File: src/rtl/memreq_arbiter_if.sv
// Byte-wide valid/ready stream used on every memreq_arbiter port.
// master drives the payload, slave drives tready.
interface memreq_arbiter_if;
  logic       tvalid;
  logic       tready;
  logic       tkeep;
  logic       tlast;
  logic [7:0] tdata;

  modport master (output tvalid, output tkeep, output tlast, output tdata, input  tready);
  modport slave  (input  tvalid, input  tkeep, input  tlast, input  tdata, output tready);
endinterface

File: src/rtl/memreq_arbiter.sv
// Round-robin packet arbiter sharing one memreq command port between two requesters.
// Responses are steered back to the issuer through an in-order tag FIFO.
module memreq_arbiter #(
  parameter int unsigned TAG_DEPTH = 4,
  parameter int unsigned TAG_BITS  = 2
) (
  input  logic                bclk,
  input  logic                rst,
  memreq_arbiter_if.slave     s0,
  memreq_arbiter_if.slave     s1,
  memreq_arbiter_if.master    m,
  memreq_arbiter_if.slave     r,
  memreq_arbiter_if.master    q0,
  memreq_arbiter_if.master    q1,
  output logic [TAG_BITS:0]   outstanding_o,
  output logic                busy_o
);

  localparam int unsigned CNT_W   = TAG_BITS + 1;
  localparam logic [7:0]  CMD_NOP = 8'h00;

  typedef enum logic {IDLE, FWD} state_e;

  state_e               state_q;
  logic                 sel_q;
  logic                 last_grant_q;
  logic                 first_q;
  logic [TAG_BITS-1:0]  wr_ptr_q;
  logic [TAG_BITS-1:0]  rd_ptr_q;
  logic [CNT_W-1:0]     count_q;
  logic [CNT_W-1:0]     count_d;
  logic                 tag_q [TAG_DEPTH];

  logic                 fwd;
  logic                 sel_valid;
  logic                 sel_keep;
  logic                 sel_last;
  logic [7:0]           sel_data;
  logic                 req_xfer;
  logic                 grant_sel;
  logic                 fifo_full;
  logic                 tags_avail;
  logic                 head_tag;
  logic                 rsp_ready;
  logic                 push;
  logic                 pop;

  // Request path: pass the granted stream straight through while forwarding.
  always_comb begin
    fwd       = (state_q == FWD);
    sel_valid = sel_q ? s1.tvalid : s0.tvalid;
    sel_keep  = sel_q ? s1.tkeep  : s0.tkeep;
    sel_last  = sel_q ? s1.tlast  : s0.tlast;
    sel_data  = sel_q ? s1.tdata  : s0.tdata;

    m.tvalid  = fwd & sel_valid;
    m.tkeep   = sel_keep;
    m.tlast   = sel_last;
    m.tdata   = sel_data;
    s0.tready = fwd & ~sel_q & m.tready;
    s1.tready = fwd &  sel_q & m.tready;

    req_xfer  = fwd & sel_valid & m.tready;
    push      = req_xfer & first_q & (sel_data != CMD_NOP);
    grant_sel = (s0.tvalid & s1.tvalid) ? ~last_grant_q : s1.tvalid;
    fifo_full = (count_q == CNT_W'(TAG_DEPTH));
  end

  // Response path: the FIFO head names the requester owning the current response.
  always_comb begin
    tags_avail = (count_q != '0);
    head_tag   = tag_q[rd_ptr_q];
    rsp_ready  = tags_avail & (head_tag ? q1.tready : q0.tready);

    q0.tvalid  = tags_avail & ~head_tag & r.tvalid;
    q0.tkeep   = r.tkeep;
    q0.tlast   = r.tlast;
    q0.tdata   = r.tdata;
    q1.tvalid  = tags_avail &  head_tag & r.tvalid;
    q1.tkeep   = r.tkeep;
    q1.tlast   = r.tlast;
    q1.tdata   = r.tdata;
    r.tready   = rsp_ready;

    pop        = r.tvalid & rsp_ready & r.tlast;
    count_d    = count_q + CNT_W'(push) - CNT_W'(pop);
  end

  // Request FSM and tag FIFO bookkeeping.
  always_ff @(posedge bclk) begin
    if (rst) begin
      state_q      <= IDLE;
      sel_q        <= 1'b0;
      last_grant_q <= 1'b1;
      first_q      <= 1'b1;
      wr_ptr_q     <= '0;
      rd_ptr_q     <= '0;
      count_q      <= '0;
    end else begin
      count_q <= count_d;
      if (push) wr_ptr_q <= wr_ptr_q + TAG_BITS'(1);
      if (pop)  rd_ptr_q <= rd_ptr_q + TAG_BITS'(1);

      case (state_q)
        IDLE: begin
          if (!fifo_full && (s0.tvalid || s1.tvalid)) begin
            sel_q        <= grant_sel;
            last_grant_q <= grant_sel;
            first_q      <= 1'b1;
            state_q      <= FWD;
          end
        end
        FWD: begin
          if (req_xfer) begin
            first_q <= 1'b0;
            if (sel_last) state_q <= IDLE;
          end
        end
        default: state_q <= IDLE;
      endcase
    end
  end

  // Tag storage needs no reset: entries are only read once written.
  always_ff @(posedge bclk) begin
    if (push) tag_q[wr_ptr_q] <= sel_q;
  end

  assign outstanding_o = count_q;
  assign busy_o        = fwd | (count_q != '0);

endmodule

File: src/flat_wrapper.sv
// flat-port wrapper written by rule: the top's interface ports become plain ports
module memreq_arbiter_flat 
#(
  parameter int unsigned TAG_DEPTH = 4,
  parameter int unsigned TAG_BITS  = 2
)
  (bclk, rst, outstanding_o, busy_o, s0_tvalid, s0_tkeep, s0_tlast, s0_tdata, s0_tready, s1_tvalid, s1_tkeep, s1_tlast, s1_tdata, s1_tready, m_tvalid, m_tkeep, m_tlast, m_tdata, m_tready, r_tvalid, r_tkeep, r_tlast, r_tdata, r_tready, q0_tvalid, q0_tkeep, q0_tlast, q0_tdata, q0_tready, q1_tvalid, q1_tkeep, q1_tlast, q1_tdata, q1_tready);
  memreq_arbiter_if s0_i ();
  memreq_arbiter_if s1_i ();
  memreq_arbiter_if m_i ();
  memreq_arbiter_if r_i ();
  memreq_arbiter_if q0_i ();
  memreq_arbiter_if q1_i ();
  input  logic bclk;
  input  logic rst;
  output logic [TAG_BITS:0] outstanding_o;
  output logic busy_o;
  input wire logic [$bits(s0_i.tvalid)-1:0] s0_tvalid;
  input wire logic [$bits(s0_i.tkeep)-1:0] s0_tkeep;
  input wire logic [$bits(s0_i.tlast)-1:0] s0_tlast;
  input wire logic [$bits(s0_i.tdata)-1:0] s0_tdata;
  output wire logic [$bits(s0_i.tready)-1:0] s0_tready;
  input wire logic [$bits(s1_i.tvalid)-1:0] s1_tvalid;
  input wire logic [$bits(s1_i.tkeep)-1:0] s1_tkeep;
  input wire logic [$bits(s1_i.tlast)-1:0] s1_tlast;
  input wire logic [$bits(s1_i.tdata)-1:0] s1_tdata;
  output wire logic [$bits(s1_i.tready)-1:0] s1_tready;
  output wire logic [$bits(m_i.tvalid)-1:0] m_tvalid;
  output wire logic [$bits(m_i.tkeep)-1:0] m_tkeep;
  output wire logic [$bits(m_i.tlast)-1:0] m_tlast;
  output wire logic [$bits(m_i.tdata)-1:0] m_tdata;
  input wire logic [$bits(m_i.tready)-1:0] m_tready;
  input wire logic [$bits(r_i.tvalid)-1:0] r_tvalid;
  input wire logic [$bits(r_i.tkeep)-1:0] r_tkeep;
  input wire logic [$bits(r_i.tlast)-1:0] r_tlast;
  input wire logic [$bits(r_i.tdata)-1:0] r_tdata;
  output wire logic [$bits(r_i.tready)-1:0] r_tready;
  output wire logic [$bits(q0_i.tvalid)-1:0] q0_tvalid;
  output wire logic [$bits(q0_i.tkeep)-1:0] q0_tkeep;
  output wire logic [$bits(q0_i.tlast)-1:0] q0_tlast;
  output wire logic [$bits(q0_i.tdata)-1:0] q0_tdata;
  input wire logic [$bits(q0_i.tready)-1:0] q0_tready;
  output wire logic [$bits(q1_i.tvalid)-1:0] q1_tvalid;
  output wire logic [$bits(q1_i.tkeep)-1:0] q1_tkeep;
  output wire logic [$bits(q1_i.tlast)-1:0] q1_tlast;
  output wire logic [$bits(q1_i.tdata)-1:0] q1_tdata;
  input wire logic [$bits(q1_i.tready)-1:0] q1_tready;
  assign s0_i.tvalid = s0_tvalid;
  assign s0_i.tkeep = s0_tkeep;
  assign s0_i.tlast = s0_tlast;
  assign s0_i.tdata = s0_tdata;
  assign s0_tready = s0_i.tready;
  assign s1_i.tvalid = s1_tvalid;
  assign s1_i.tkeep = s1_tkeep;
  assign s1_i.tlast = s1_tlast;
  assign s1_i.tdata = s1_tdata;
  assign s1_tready = s1_i.tready;
  assign m_tvalid = m_i.tvalid;
  assign m_tkeep = m_i.tkeep;
  assign m_tlast = m_i.tlast;
  assign m_tdata = m_i.tdata;
  assign m_i.tready = m_tready;
  assign r_i.tvalid = r_tvalid;
  assign r_i.tkeep = r_tkeep;
  assign r_i.tlast = r_tlast;
  assign r_i.tdata = r_tdata;
  assign r_tready = r_i.tready;
  assign q0_tvalid = q0_i.tvalid;
  assign q0_tkeep = q0_i.tkeep;
  assign q0_tlast = q0_i.tlast;
  assign q0_tdata = q0_i.tdata;
  assign q0_i.tready = q0_tready;
  assign q1_tvalid = q1_i.tvalid;
  assign q1_tkeep = q1_i.tkeep;
  assign q1_tlast = q1_i.tlast;
  assign q1_tdata = q1_i.tdata;
  assign q1_i.tready = q1_tready;
  memreq_arbiter #(.TAG_DEPTH(TAG_DEPTH), .TAG_BITS(TAG_BITS)) u_core (.bclk(bclk), .rst(rst), .s0(s0_i), .s1(s1_i), .m(m_i), .r(r_i), .q0(q0_i), .q1(q1_i), .outstanding_o(outstanding_o), .busy_o(busy_o));
endmodule
File: config.mk
export PLATFORM = sky130hd
export DESIGN_NAME = memreq_arbiter_flat
export DESIGN_NICKNAME = d
export VERILOG_FILES = /design/src/rtl/memreq_arbiter_if.sv /design/src/rtl/memreq_arbiter.sv /design/src/flat_wrapper.sv
export SDC_FILE = /design/constraint.sdc
export NUM_CORES = 1
export LEC_CHECK = 0
export ABC_AREA = 1
export CAP_MARGIN = 20
export CORE_ASPECT_RATIO = 0.9
export CORE_MARGIN = 2
export CORE_UTILIZATION = 37
export CTS_CLUSTER_SIZE = 24
export DETAILED_ROUTE_END_ITERATION = 10
export GPL_TIMING_DRIVEN = 0
export MAX_ROUTING_LAYER = met4
export PLACE_DENSITY = 0.81
export SLEW_MARGIN = 5
export SYNTH_ARGS = -nofsm -noshare
export SYNTH_HDL_FRONTEND = slang
export SYNTH_SLANG_ARGS = --single-unit
export TNS_END_PERCENT = 5
File: constraint.sdc
create_clock -name bclk -period 2.4 [get_ports bclk]
set_input_delay 0.36 -clock bclk [delete_from_list [all_inputs] [get_ports bclk]]
set_output_delay 0.36 -clock bclk [all_outputs]
set_load 0.05 [all_outputs]
; After elaboration in Yosys (flattened, before gate mapping)
; Memory sizes are Yosys's and may differ from the RTL's. A register that Yosys moved wholly into a read port is not among the register bits.
; Cells that the tools add are included.
[totals]
register_bits = 11
latchBits = 0
ram_bits = 4
rom_bits = 0
mem_count = 1
[op_classes]
add_sub_neg = 4
mul = 0
div_mod_pow = 0
magnitude_cmp = 0
n_eq_ne = 3
n_shift = 0
n_mux = 17
bitwise_logic = 21
n_reduce_logical = 7
[mem_list]
columns = memory, words, word_bits, rd, rd_ports_with_merged_regs, write_ports, line
row1 = u_core.tag_q, 4, 1, 1, 1, 1, memreq_arbiter.sv:32  ; logic tag_q [TAG_DEPTH];
[op_table]
columns = operator, count
row1 = $and 1x1->1, 16
row2 = $mux 1, 12
row3 = $mux 8, 1
row4 = $reduce_bool 8->1, 1
row5 = $add 2x1->2 const B, 2
row6 = $mux 2, 2
row7 = $not 1->1, 4
row8 = $pmux 1 s2, 2
row9 = $reduce_and 2->1, 2
row10 = $add 3x1->3, 1
row11 = $eq 3x3->1 const B, 1
row12 = $reduce_bool 3->1, 1
row13 = $sub 3x1->3, 1
row14 = $ne 2x1->1 const B, 1
row15 = $ne 2x2->1 const B, 1
row16 = $logic_and 1x1->1, 1
row17 = $logic_not 1->1, 1
row18 = $logic_or 1x1->1, 1
row19 = $or 1x1->1, 1

; Depth between registers and ports, before layout
; Gate-level depths: netlist (run 1).
[depth]
word_depth = 7
depth_mapped = 17
mapped_depth_nobuf = 17

; Worst setup path before layout (run 1)
; Ideal clock, no wire load.
[synth_timing]
kind = reg2reg
start = reg u_core.count_q[1], in the netlist u_core.outstanding_o[1]
end = reg u_core.count_q[2], in the netlist u_core.outstanding_o[2]
t_arrival_ns = 3.041
required_ns = 2.251
setup_slack_ns = -0.790
stages_incl_launch_ff = 13
path_buffers = 0
period_less_slack_ns = 3.190
path_cell_list = dfxtp_1 > nor3_1 > nor2_1 > nand2_1 > inv_1 > ha_1 > inv_1 > ha_1 > inv_1 > fa_1 > xor2_1 > o21ai_0 > a21oi_1
[synth_via]
elab_chain_cells = 5
word_cells_on_any_way = 6
cone_classes = add/sub: 2 / bitwise: 3 / reduce/logical: 1
[synth_lines]
columns = element, line
row1 = "start, declared", memreq_arbiter.sv:30  ; logic [CNT_W-1:0] count_q;
row2 = "start signal, assigned", memreq_arbiter.sv:100  ; count_q <= count_d;
row3 = $reduce_bool 3->1, memreq_arbiter.sv:71  ; tags_avail = (count_q != '0);
row4 = $and 1x1->1, memreq_arbiter.sv:73  ; rsp_ready = tags_avail & (head_tag ? q1.tready : q0.tready);
row5 = via r_tready, flat_wrapper.sv:37  ; output wire logic [$bits(r_i.tready)-1:0] r_tready;
row6 = $and 1x1->1 (2 in a row), memreq_arbiter.sv:85  ; pop = r.tvalid & rsp_ready & r.tlast;
row7 = via u_core.pop, memreq_arbiter.sv:46  ; logic pop;
row8 = $sub 3x1->3, memreq_arbiter.sv:86  ; count_d = count_q + CNT_W'(push) - CNT_W'(pop);
; The timed path passes the listed nets, and every way through them passes these cells.
; A chain may end at the register's enable or synchronous reset.

; Worst setup path in the final report (run 1)
[layout_timing]
start = in s0_tvalid
end = out m_tvalid
[layout_via]
elab_chain_cells = 2
[layout_lines]
columns = element, line
row1 = "start, declared", flat_wrapper.sv:18  ; input wire logic [$bits(s0_i.tvalid)-1:0] s0_tvalid;
row2 = $mux 1, memreq_arbiter.sv:51  ; sel_valid = sel_q ? s1.tvalid : s0.tvalid;
row3 = $and 1x1->1, memreq_arbiter.sv:56  ; m.tvalid = fwd & sel_valid;
row4 = "end, declared", flat_wrapper.sv:28  ; output wire logic [$bits(m_i.tvalid)-1:0] m_tvalid;
; Every way passes these cells.

==> flow_metrics.py, run 1 <==
metrics = {
    "worst_hold_path": {
        "hold_depth": 2,
        "hold_start": "u_core.fwd$_SDFF_PP0_",
        "min_path_type": "reg -> reg",
        "min_to": "u_core.fwd$_SDFF_PP0_",
    },
    "route": {
        "via_per_inst": 4.21,
        "remaining_drc_errors": 0,
        "routed_wl_um": 2890,
        "drt_first_iter_violations": 33,
        "via_count": 1280,
        "postRouteAntennaNets": 0,
        "wl_per_cell_um": 9.51,
        "first_pass_iters": 4,
    },
    "power": {
        "power.internal_mw": 0.689,
        "p_sw_mw": 0.527,
        "fin_total_pwr_mw": 1.22,
        "vdd_ir_drop_max_uv": 476,
        "power_frac_clock_pct": 17.3,
        "p_seq_share_pct": 28.4,
        "swShare_pct": 43.3,
        "p_leak_nw": 1.02,
        "p_comb_share_pct": 54.3,
        "p_per_area_nw_per_um2": 568,
    },
    "global_route": {
        "grt_start_max_net_pins": 11,
        "grt_pass1_vias": 1131,
        "gr-total-overflow": 0,
        "antenna_found_initial": 0,
        "grt_usage_pct": 15.6,
        "grt_pass1_wl_um": 4640,
    },
    "setup_path": {
        "rr_endpoint": "u_core.outstanding_o[2]$_SDFF_PP0_",
        "crit_chain": "clkdlybuf4s50_1 > nand2_2 > a21oi_4 > clkdlybuf4s50_1",
        "crit_path_max_incr_delay_ns": 0.83,
        "worst-r2r-setup-slack_ns": 0.15,
        "worstSetupPathDepth": 4,
        "crit_path_frequent_cell": "clkdlybuf4s50_1",
        "crit_family": "buffers and inverters",
        "crit_arrival_ns": 1.96,
        "cp-start-kind": "input pin",
        "rr_worst_depth": 16,
        "critical_path_class": "in -> out",
        "cp_slowest_cell": "clkdlybuf4s50_1",
        "cp.required_ns": 2.04,
        "cp.buffers_inverters": 2,
        "worstPathMaxFanout": 3,
        "r2r-start": "u_core.tag_q[0]$_DFFE_PP_",
        "endpoint_kind": "output pin",
    },
    "synth": {
        "synthCells": 186,
        "synth.area.top_cells": "dfxtp_1 (21%), nand2_1 (13%), inv_1 (13%), buf_4 (12%), edfxtp_1 (9.6%)",
        "synth_top_area_share_pct": 20.7,
        "ys.warnings.count": 0,
        "syn_avg_cell_area_um2": 6.76,
        "synth.distinct_cells": 22,
        "netlist_area_um2": 1260,
        "syn_nets": 231,
        "ys_seq_elements": 17,
        "synth-seq-area-share_pct": 30.2,
        "synth_top_area_cell": "dfxtp_1",
    },
    "clock_tree": {
        "clock-root-buffer": "clkbuf_8",
        "cts_num_sinks": 17,
        "cts_hold_buf": 0,
        "cts_buffers": 3,
        "path_clk_slew_ns": 0.07,
        "htreeDepth": 1,
        "ctsLongestPathBuffers": 2,
        "cts_tree": "yes",
        "clk_latency_ns": 0.25,
    },
    "sta": {
        "slew_viol_final": 0,
        "setup_tns_ns": 0,
        "fin_skew_ns": 0.00254,
        "final-setup-viol-count": 0,
        "slew_headroom_pct": 66.0,
        "period_needed_ns": 2.32,
        "tightest_slew_ns": 0.508,
        "hold_violations": 0,
        "fmax_ghz": 0.431,
        "timing.hold.ws_ns": 0.468,
        "fin_crit_sh_pct": 96.7,
    },
    "floorplanning": {
        "die-area_um2": 3880,
        "io_pins": 78,
        "coreArea_um2": 3300,
        "initial_core_util_pct": 38.1,
        "die_x_um": 65.5,
        "num_rows": 20,
        "die_h_um": 59.3,
    },
    "placement": {
        "gp_congestion": 0.803,
        "numPortBuffers": 68,
        "dp_hpwl_um": 2330,
    },
    "layout": {
        "area_delta_synth_final_pct": 70.0,
        "drive_gt1_share_pct": 23.5,
        "final_common_cell": "clkdlybuf4s50_1",
        "layout_common_cells": "clkdlybuf4s50_1 (67), inv_1 (40), nand2_1 (38), buf_4 (22), nor2_1 (17)",
        "diodes": 0,
        "nets": 306,
    },
    "run": {
        "max-cap-violations": 0,
    },
    "outcome": {
        "status": "complete, no violations",
    },
}
==> layer usage <==
| metal | GRT usage [%] | part of all wire, % |
|---|---|---|
| met2 | 28.4 | 51 |
| met4 | 2.68 | 0.28 |
| met1 | 17.9 | 41 |
| met3 | 3.42 | 7.0 |
| met5 | - | 0 |
==> power by group through the flow <==
stage / clock [mW] / combinational [mW] / sequential [mW]
5_1_grt: 0.229 / 0.706 / 0.348
3_3_place_gp: 0 / 0.640 / 0.348
2_1_floorplan: 0 / 0.410 / 0.374
3_5_place_dp: 0 / 0.646 / 0.349
4_1_cts: 0.215 / 0.647 / 0.342
6_report: 0.211 / 0.660 / 0.345
==> what timing repair did <==
action                                  CTS  global route
buffers inserted                          0             2
resized for setup                         0            16
endpoints found under the setup margin    0             4
==> area by class of cell <==
class / count / area (µm²)
timing repair buffer: 70 / 698
fill: 319 / 1160
buffer: 22 / 173
tap: 44 / 55.1
inverter: 43 / 161
multi-input combinational: 104 / 621
clock buffer: 4 / 45.0
sequential: 17 / 385
==> worst register-to-register path, stage by stage, from the launching register on <==
cell and delay (ns):
edfxtp_1 0.38, nand2_2 0.08, nand3_2 0.09, nand2_2 0.10, nand2_2 0.06, nand2_2 0.08
nor2_4 0.04, nand2_2 0.09, inv_2 0.05, ha_4 0.22, inv_1 0.05, ha_2 0.16
inv_2 0.04, fa_2 0.37, xor2_2 0.16, o21ai_1 0.12, a21oi_1 0.05
==> kinds of logic (layout without fill, tap and decap cells) <==
group                      Yosys count  in the layout  share of synthesized area (%)
xor gates and xnor gates             1              1                          0.697
and+or+nand+nor                     80             80                           27.1
AOI/OAI and AO/OA                   16             16                           7.86
buffers and inverters               65            139                           26.6
DFF                                 17             17                           30.2
adders and majority gates            7              7                           7.56
==> Yosys cell counts <==
| master | count |
|---|---|
| o21ai_2 | 4 |
| a21oi_1 | 5 |
| nand3_1 | 6 |
| fa_1 | 1 |
| o21ai_0 | 2 |
| nand4_1 | 1 |
| nand2_4 | 1 |
| xor2_1 | 1 |
| buf_6 | 2 |
| dfxtp_1 | 13 |
| nor2_1 | 18 |
| nand2_2 | 2 |
| nor3_1 | 4 |
| inv_1 | 43 |
| buf_4 | 20 |
| o21ai_1 | 4 |
| a21oi_2 | 1 |
| nand2_1 | 45 |
| nor2_2 | 2 |
| edfxtp_1 | 4 |
| ha_1 | 6 |
| nor2_4 | 1 |
==> worst max-delay path by stage <==
| stage | slack (ns) | start | endpoint |
|---|---|---|---|
| final | 0.08 | s0_tvalid | m_tvalid |
| after global routing | -0.02 | u_core.tag_q[3]$_DFFE_PP_ | u_core.outstanding_o[2]$_SDFF_PP0_ |
| after floorplan | 0.02 | flip-flop | u_core.outstanding_o[2]$_SDFF_PP0_ |
| after global placement | -0.09 | q1_tready | u_core.outstanding_o[2]$_SDFF_PP0_ |
| after CTS | 0.06 | s1_tvalid | m_tvalid |
| after detailed placement | -0.13 | q1_tready | u_core.outstanding_o[2]$_SDFF_PP0_ |
==> metrics by stage <==
stage               cell area (µm²)  std cells  setup slack (ns)  util (%)
global route                   2140        304           -0.0193      64.7
global placement               2020        298           -0.0856      61.3
finish                         2140        304            0.0780      64.7
floorplan                      1290        186            0.0187         -
detailed placement             2020        298            -0.126      61.3
CTS                            2070        302            0.0557      62.7
Power figures use the tool's default switching activity.
==> inputs of run 2 (changes only) <==
CORE_UTILIZATION = 34   (was 37)
CTS_BUF_LIST = sky130_fd_sc_hd__clkbuf_4   (was default)
PLACE_DENSITY = 0.78   (was 0.81)
clock period = 2.1 ns   (was 2.4 ns; I/O delays follow)
==> flow_metrics.py, run 2 (synthesis gave the netlist of run 1 again) <==
metrics = {
    "layout": {
        "fin_area_um2": 2110,
        "layout_common_cells": "clkdlybuf4s50_1 (51), nand2_1 (41), inv_1 (39), buf_4 (22), nor2_1 (17)",
        "nets": 306,
        "postLayoutCoreUtil_pct": 61.1,
        "diodes": 0,
        "drive_gt1_share_pct": 23.8,
        "fillers": 333,
        "final_common_cell": "clkdlybuf4s50_1",
        "area_delta_synth_final_pct": 67.7,
    },
    "sta": {
        "slew_headroom_pct": 66.2,
        "hold_violations": 0,
        "fmax_ghz": 0.450,
        "period_needed_ns": 2.22,
        "fin_crit_sh_pct": 106,
        "fin_ws_ns": -0.122,
        "tightest_slew_ns": 0.505,
        "final-setup-viol-count": 1,
        "grt_setup_unrepaired": "yes",
        "slew_viol_final": 0,
        "fin_skew_ns": 0.00180,
    },
    "setup_path": {
        "worst-r2r-setup-slack_ns": -0.12,
        "crit_family": "adder cells",
        "crit_path_max_incr_delay_ns": 0.37,
        "crit_arrival_ns": 2.40,
        "critical_path_class": "reg -> reg",
        "crit_path_frequent_cell": "nand2_2",
        "crit_chain": "inv_2 > nand2_1 > nand3_2 > nand2_2 > nand2_2 > nand2_2 > nor2_4 > nand2_2 > inv_2 > ha_4 > inv_4 > ha_4 > inv_2 > fa_2 > xor2_2 > o21ai_1 > a21oi_1",
        "endpoint_kind": "flip-flop",
        "worstPathMaxFanout": 3,
        "cp.buffers_inverters": 4,
        "cp-endpoint": "u_core.outstanding_o[2]$_SDFF_PP0_",
        "cp_slowest_cell": "fa_2",
        "rr_endpoint": "u_core.outstanding_o[2]$_SDFF_PP0_",
        "cp-start-kind": "flip-flop",
        "cp.required_ns": 2.28,
        "worstSetupPathDepth": 17,
        "rr_worst_depth": 17,
    },
    "floorplanning": {
        "coreArea_um2": 3450,
        "num_rows": 20,
        "io_pins": 78,
        "die_x_um": 68.1,
        "die_h_um": 61.7,
        "die-area_um2": 4200,
        "initial_core_util_pct": 36.4,
    },
    "global_route": {
        "grt_pass1_wl_um": 4560,
        "grt_usage_pct": 14.8,
        "gr-total-overflow": 0,
        "antenna_found_initial": 0,
        "grt_pass1_vias": 1132,
        "grt_start_max_net_pins": 11,
    },
    "route": {
        "remaining_drc_errors": 0,
        "routed_wl_um": 3000,
        "first_pass_iters": 4,
        "drt_first_iter_violations": 48,
        "via_per_inst": 4.21,
        "via_count": 1281,
        "postRouteAntennaNets": 0,
        "wl_per_cell_um": 9.86,
    },
    "power": {
        "p_comb_share_pct": 55.8,
        "vdd_ir_drop_max_uv": 458,
        "fin_total_pwr_mw": 1.32,
        "p_leak_nw": 1.04,
        "power_frac_clock_pct": 14.1,
        "p_seq_share_pct": 30.2,
        "p_sw_mw": 0.606,
        "swShare_pct": 45.8,
        "p_per_area_nw_per_um2": 628,
        "power.internal_mw": 0.717,
    },
    "clock_tree": {
        "cts_hold_buf": 0,
        "htreeDepth": 1,
        "path_clk_slew_ns": 0.09,
        "ctsLongestPathBuffers": 2,
        "cts_buffers": 3,
        "clock-root-buffer": "clkbuf_4",
        "clk_latency_ns": 0.29,
        "cts_num_sinks": 17,
        "cts_tree": "yes",
    },
    "placement": {
        "dp_hpwl_um": 2410,
        "placed_area_um2": 2020,
        "numPortBuffers": 68,
        "gp_congestion": 0.780,
        "dp_slack_ns": -0.364,
    },
    "outcome": {
        "status": "finished with violations",
        "violations": "negative setup slack",
    },
    "worst_hold_path": {
        "min_path_type": "reg -> reg",
    },
    "run": {
        "max-cap-violations": 0,
    },
}
[run 2: per-layer routing]
metal	vias up	routed length (µm)	global-route usage, %
li1	682	-	-
met1	559	1220	16.0
met2	36	1560	27.2
met3	4	191	4.32
met4	0	19	2.86
met5	-	0	-
[run 2: cell type report]
| class | count | area [µm²] | share of cell area, % |
|---|---|---|---|
| multi-input combinational | 104 | 629 | 29.9 |
| timing repair buffer | 70 | 671 | 31.8 |
| tap | 44 | 55.1 | 2.61 |
| inverter | 43 | 164 | 7.77 |
| buffer | 22 | 173 | 8.19 |
| sequential | 17 | 387 | 18.3 |
| clock buffer | 4 | 30.0 | 1.42 |
[run 2: worst min path at each step]
stage | start | cells after the start | endpoint
floorplan | rst | 1 | u_core.outstanding_o[1]$_SDFF_PP0_
global placement | u_core.fwd$_SDFF_PP0_ | 2 | u_core.fwd$_SDFF_PP0_
detailed placement | u_core.fwd$_SDFF_PP0_ | 2 | u_core.fwd$_SDFF_PP0_
CTS | u_core.fwd$_SDFF_PP0_ | 2 | u_core.fwd$_SDFF_PP0_
global route | u_core.fwd$_SDFF_PP0_ | 2 | u_core.fwd$_SDFF_PP0_
finish | u_core.fwd$_SDFF_PP0_ | 2 | u_core.fwd$_SDFF_PP0_
[run 2: power by group through the flow]
stage                     sequential, mW  clock [mW]  combinational [mW]
after floorplan                    0.427           0               0.468
after global routing               0.402       0.206               0.792
after CTS                          0.396       0.194               0.710
after detailed placement           0.400           0               0.736
after global placement             0.398           0               0.731
final                              0.399       0.186               0.738
[run 2: worst register-to-register path: cells and delay by family, from the launching register on]
| family | cells | cell delay (ns) |
|---|---|---|
| buffers and inverters | 4 | 0.16 |
| adders and majority gates | 3 | 0.70 |
| xor gates and xnor gates | 1 | 0.17 |
| DFF | 1 | 0.35 |
| and+or+nand+nor | 7 | 0.55 |
| AOI/OAI and AO/OA | 2 | 0.19 |
[run 2: what timing repair did]
action	in CTS	in global routing
pin swaps	5	7
resized for setup	20	17
setup endpoints to repair	19	3
setup buffers	0	2
hold endpoints to repair	0	0
[run 2: metrics by stage]
step	std cells	hold slack, ns	TNS [ns]
final	304	0.471	-0.122
after global routing	304	0.502	-0.332
after CTS	302	0.474	-0.128
after detailed placement	298	0.459	-1.06
after global placement	298	0.449	-1.06
after floorplan	186	0.374	-0.428
==> inputs of run 3 (changes only) <==
CORE_ASPECT_RATIO = default   (was 0.9)
PLACE_DENSITY = 0.81   (was 0.78)
==> flow_metrics.py, run 3 (synthesis gave the netlist of run 1 again) <==
metrics = {
    "clock_tree": {
        "htreeDepth": 1,
        "cts_hold_buf": 0,
        "path_clk_slew_ns": 0.10,
        "ctsLongestPathBuffers": 2,
        "clock-root-buffer": "clkbuf_4",
        "clk_latency_ns": 0.28,
        "cts_tree": "yes",
        "cts_num_sinks": 17,
        "cts_buffers": 3,
    },
    "sta": {
        "grt_setup_unrepaired": "yes",
        "slew_viol_final": 0,
        "fin_ws_ns": -0.118,
        "final-setup-viol-count": 1,
        "fmax_ghz": 0.451,
        "fin_skew_ns": 0.00750,
        "slew_headroom_pct": 66.9,
        "period_needed_ns": 2.22,
        "tightest_slew_ns": 0.495,
        "fin_crit_sh_pct": 106,
        "hold_violations": 0,
    },
    "run": {
        "max-cap-violations": 0,
    },
    "layout": {
        "seqCellArea_um2": 387,
        "drive_gt1_share_pct": 23.9,
        "final_common_cell": "clkdlybuf4s50_1",
        "multi_input_area_um2": 628,
        "layout_common_cells": "clkdlybuf4s50_1 (51), inv_1 (39), nand2_1 (39), buf_4 (21)",
        "fillers": 330,
        "area_delta_synth_final_pct": 67.5,
        "nets": 305,
        "diodes": 0,
    },
    "route": {
        "via_count": 1286,
        "drt_first_iter_violations": 24,
        "routed_wl_um": 2820,
        "wl_per_cell_um": 9.18,
        "postRouteAntennaNets": 0,
        "first_pass_iters": 4,
        "remaining_drc_errors": 0,
        "via_per_inst": 4.19,
    },
    "floorplanning": {
        "die-area_um2": 4200,
        "initial_core_util_pct": 34.9,
        "num_rows": 22,
        "coreArea_um2": 3610,
        "io_pins": 78,
        "die_h_um": 64.8,
        "die_x_um": 64.8,
    },
    "global_route": {
        "grt_start_max_net_pins": 11,
        "antenna_found_initial": 0,
        "grt_usage_pct": 14.1,
        "gr-total-overflow": 0,
        "grt_pass1_wl_um": 4640,
        "grt_pass1_vias": 1158,
    },
    "setup_path": {
        "crit_arrival_ns": 2.40,
        "rr_worst_depth": 12,
        "worstPathMaxFanout": 6,
        "crit_path_frequent_cell": "inv_2",
        "r2r-start": "u_core.outstanding_o[1]$_SDFF_PP0_",
        "crit_path_max_incr_delay_ns": 0.40,
        "worst-r2r-setup-slack_ns": -0.12,
        "cp-start-kind": "flip-flop",
        "cp.required_ns": 2.28,
        "rr_endpoint": "u_core.outstanding_o[2]$_SDFF_PP0_",
        "cp_slowest_cell": "nor3_2",
        "endpoint_kind": "flip-flop",
        "crit_chain": "nor3_2 > nor2_4 > nand2_2 > inv_2 > ha_4 > inv_2 > ha_4 > inv_2 > fa_2 > xor2_2 > o21ai_1 > a21oi_1",
        "critical_path_class": "reg -> reg",
    },
    "placement": {
        "dp_hpwl_um": 2440,
        "numPortBuffers": 68,
        "gp_congestion": 0.781,
        "dp_slack_ns": -0.414,
    },
    "worst_hold_path": {
        "hold_depth": 2,
        "min_path_type": "reg -> reg",
        "hold_start": "u_core.fwd$_SDFF_PP0_",
        "min_to": "u_core.fwd$_SDFF_PP0_",
    },
    "power": {
        "p_per_area_nw_per_um2": 618,
        "vdd_ir_drop_max_uv": 363,
        "p_leak_nw": 1.03,
        "fin_total_pwr_mw": 1.30,
    },
    "outcome": {
        "violations": "negative setup slack",
        "status": "finished with violations",
    },
}
## run 3: what timing repair did
| item | in CTS | in global routing |
|---|---|---|
| endpoints found under the setup margin | 19 | 4 |
| buffers inserted | 0 | 1 |
| pin swaps | 0 | 9 |
| resized for setup | 18 | 16 |
## run 3: power breakdown
part           leakage, nW  total [mW]  switching, mW  internal, mW
Combinational        0.868       0.724          0.468         0.256
Sequential           0.145       0.393         0.0274         0.366
Clock               0.0184       0.183         0.0962        0.0866
## run 3: how the worst max path moves through the flow
stage	startpoint	end
after floorplan	flip-flop	u_core.outstanding_o[2]$_SDFF_PP0_
after global placement	q1_tready	u_core.outstanding_o[2]$_SDFF_PP0_
after detailed placement	q1_tready	u_core.outstanding_o[2]$_SDFF_PP0_
after CTS	flip-flop	u_core.outstanding_o[2]$_SDFF_PP0_
after global routing	u_core.outstanding_o[1]$_SDFF_PP0_	u_core.outstanding_o[2]$_SDFF_PP0_
final	u_core.outstanding_o[1]$_SDFF_PP0_	u_core.outstanding_o[2]$_SDFF_PP0_
## run 3: worst max-delay path: cells and delay by family (launching register included)
kind / cells / cell delay, ns
simple gates: 3 / 0.57
fa+ha+maj: 3 / 0.70
flops: 1 / 0.37
xor+xnor: 1 / 0.16
compound gates: 2 / 0.18
buf+inv: 3 / 0.14
## run 3: area by class of cell
cell class / count / share of cell area, %
plain buffers: 22 / 8.20
clock buffers: 4 / 1.43
inverters: 43 / 7.66
multi-input cells: 104 / 29.8
flip-flops and latches: 17 / 18.4
well taps: 48 / 2.85
repair buffers: 69 / 31.7
## run 3: through the flow
| step | TNS, ns | std cells | instance area (µm²) | utilization (%) | hold WS [ns] |
|---|---|---|---|---|---|
| finish | -0.118 | 307 | 2110 | 58.4 | 0.469 |
| global route | -0.326 | 307 | 2110 | 58.4 | 0.481 |
| CTS | -0.263 | 306 | 2040 | 56.6 | 0.471 |
| detailed placement | -1.22 | 302 | 2030 | 56.3 | 0.458 |
| global placement | -1.13 | 302 | 2030 | 56.3 | 0.452 |
| floorplan | -0.428 | 186 | 1290 | - | 0.374 |
## run 3: layer usage
layer	vias to the layer above	routed length [µm]	track usage, %
li1	681	-	-
met1	568	1080	14.3
met2	31	1560	27.3
met3	6	138	1.56
met4	0	40	5.32
met5	-	0	-
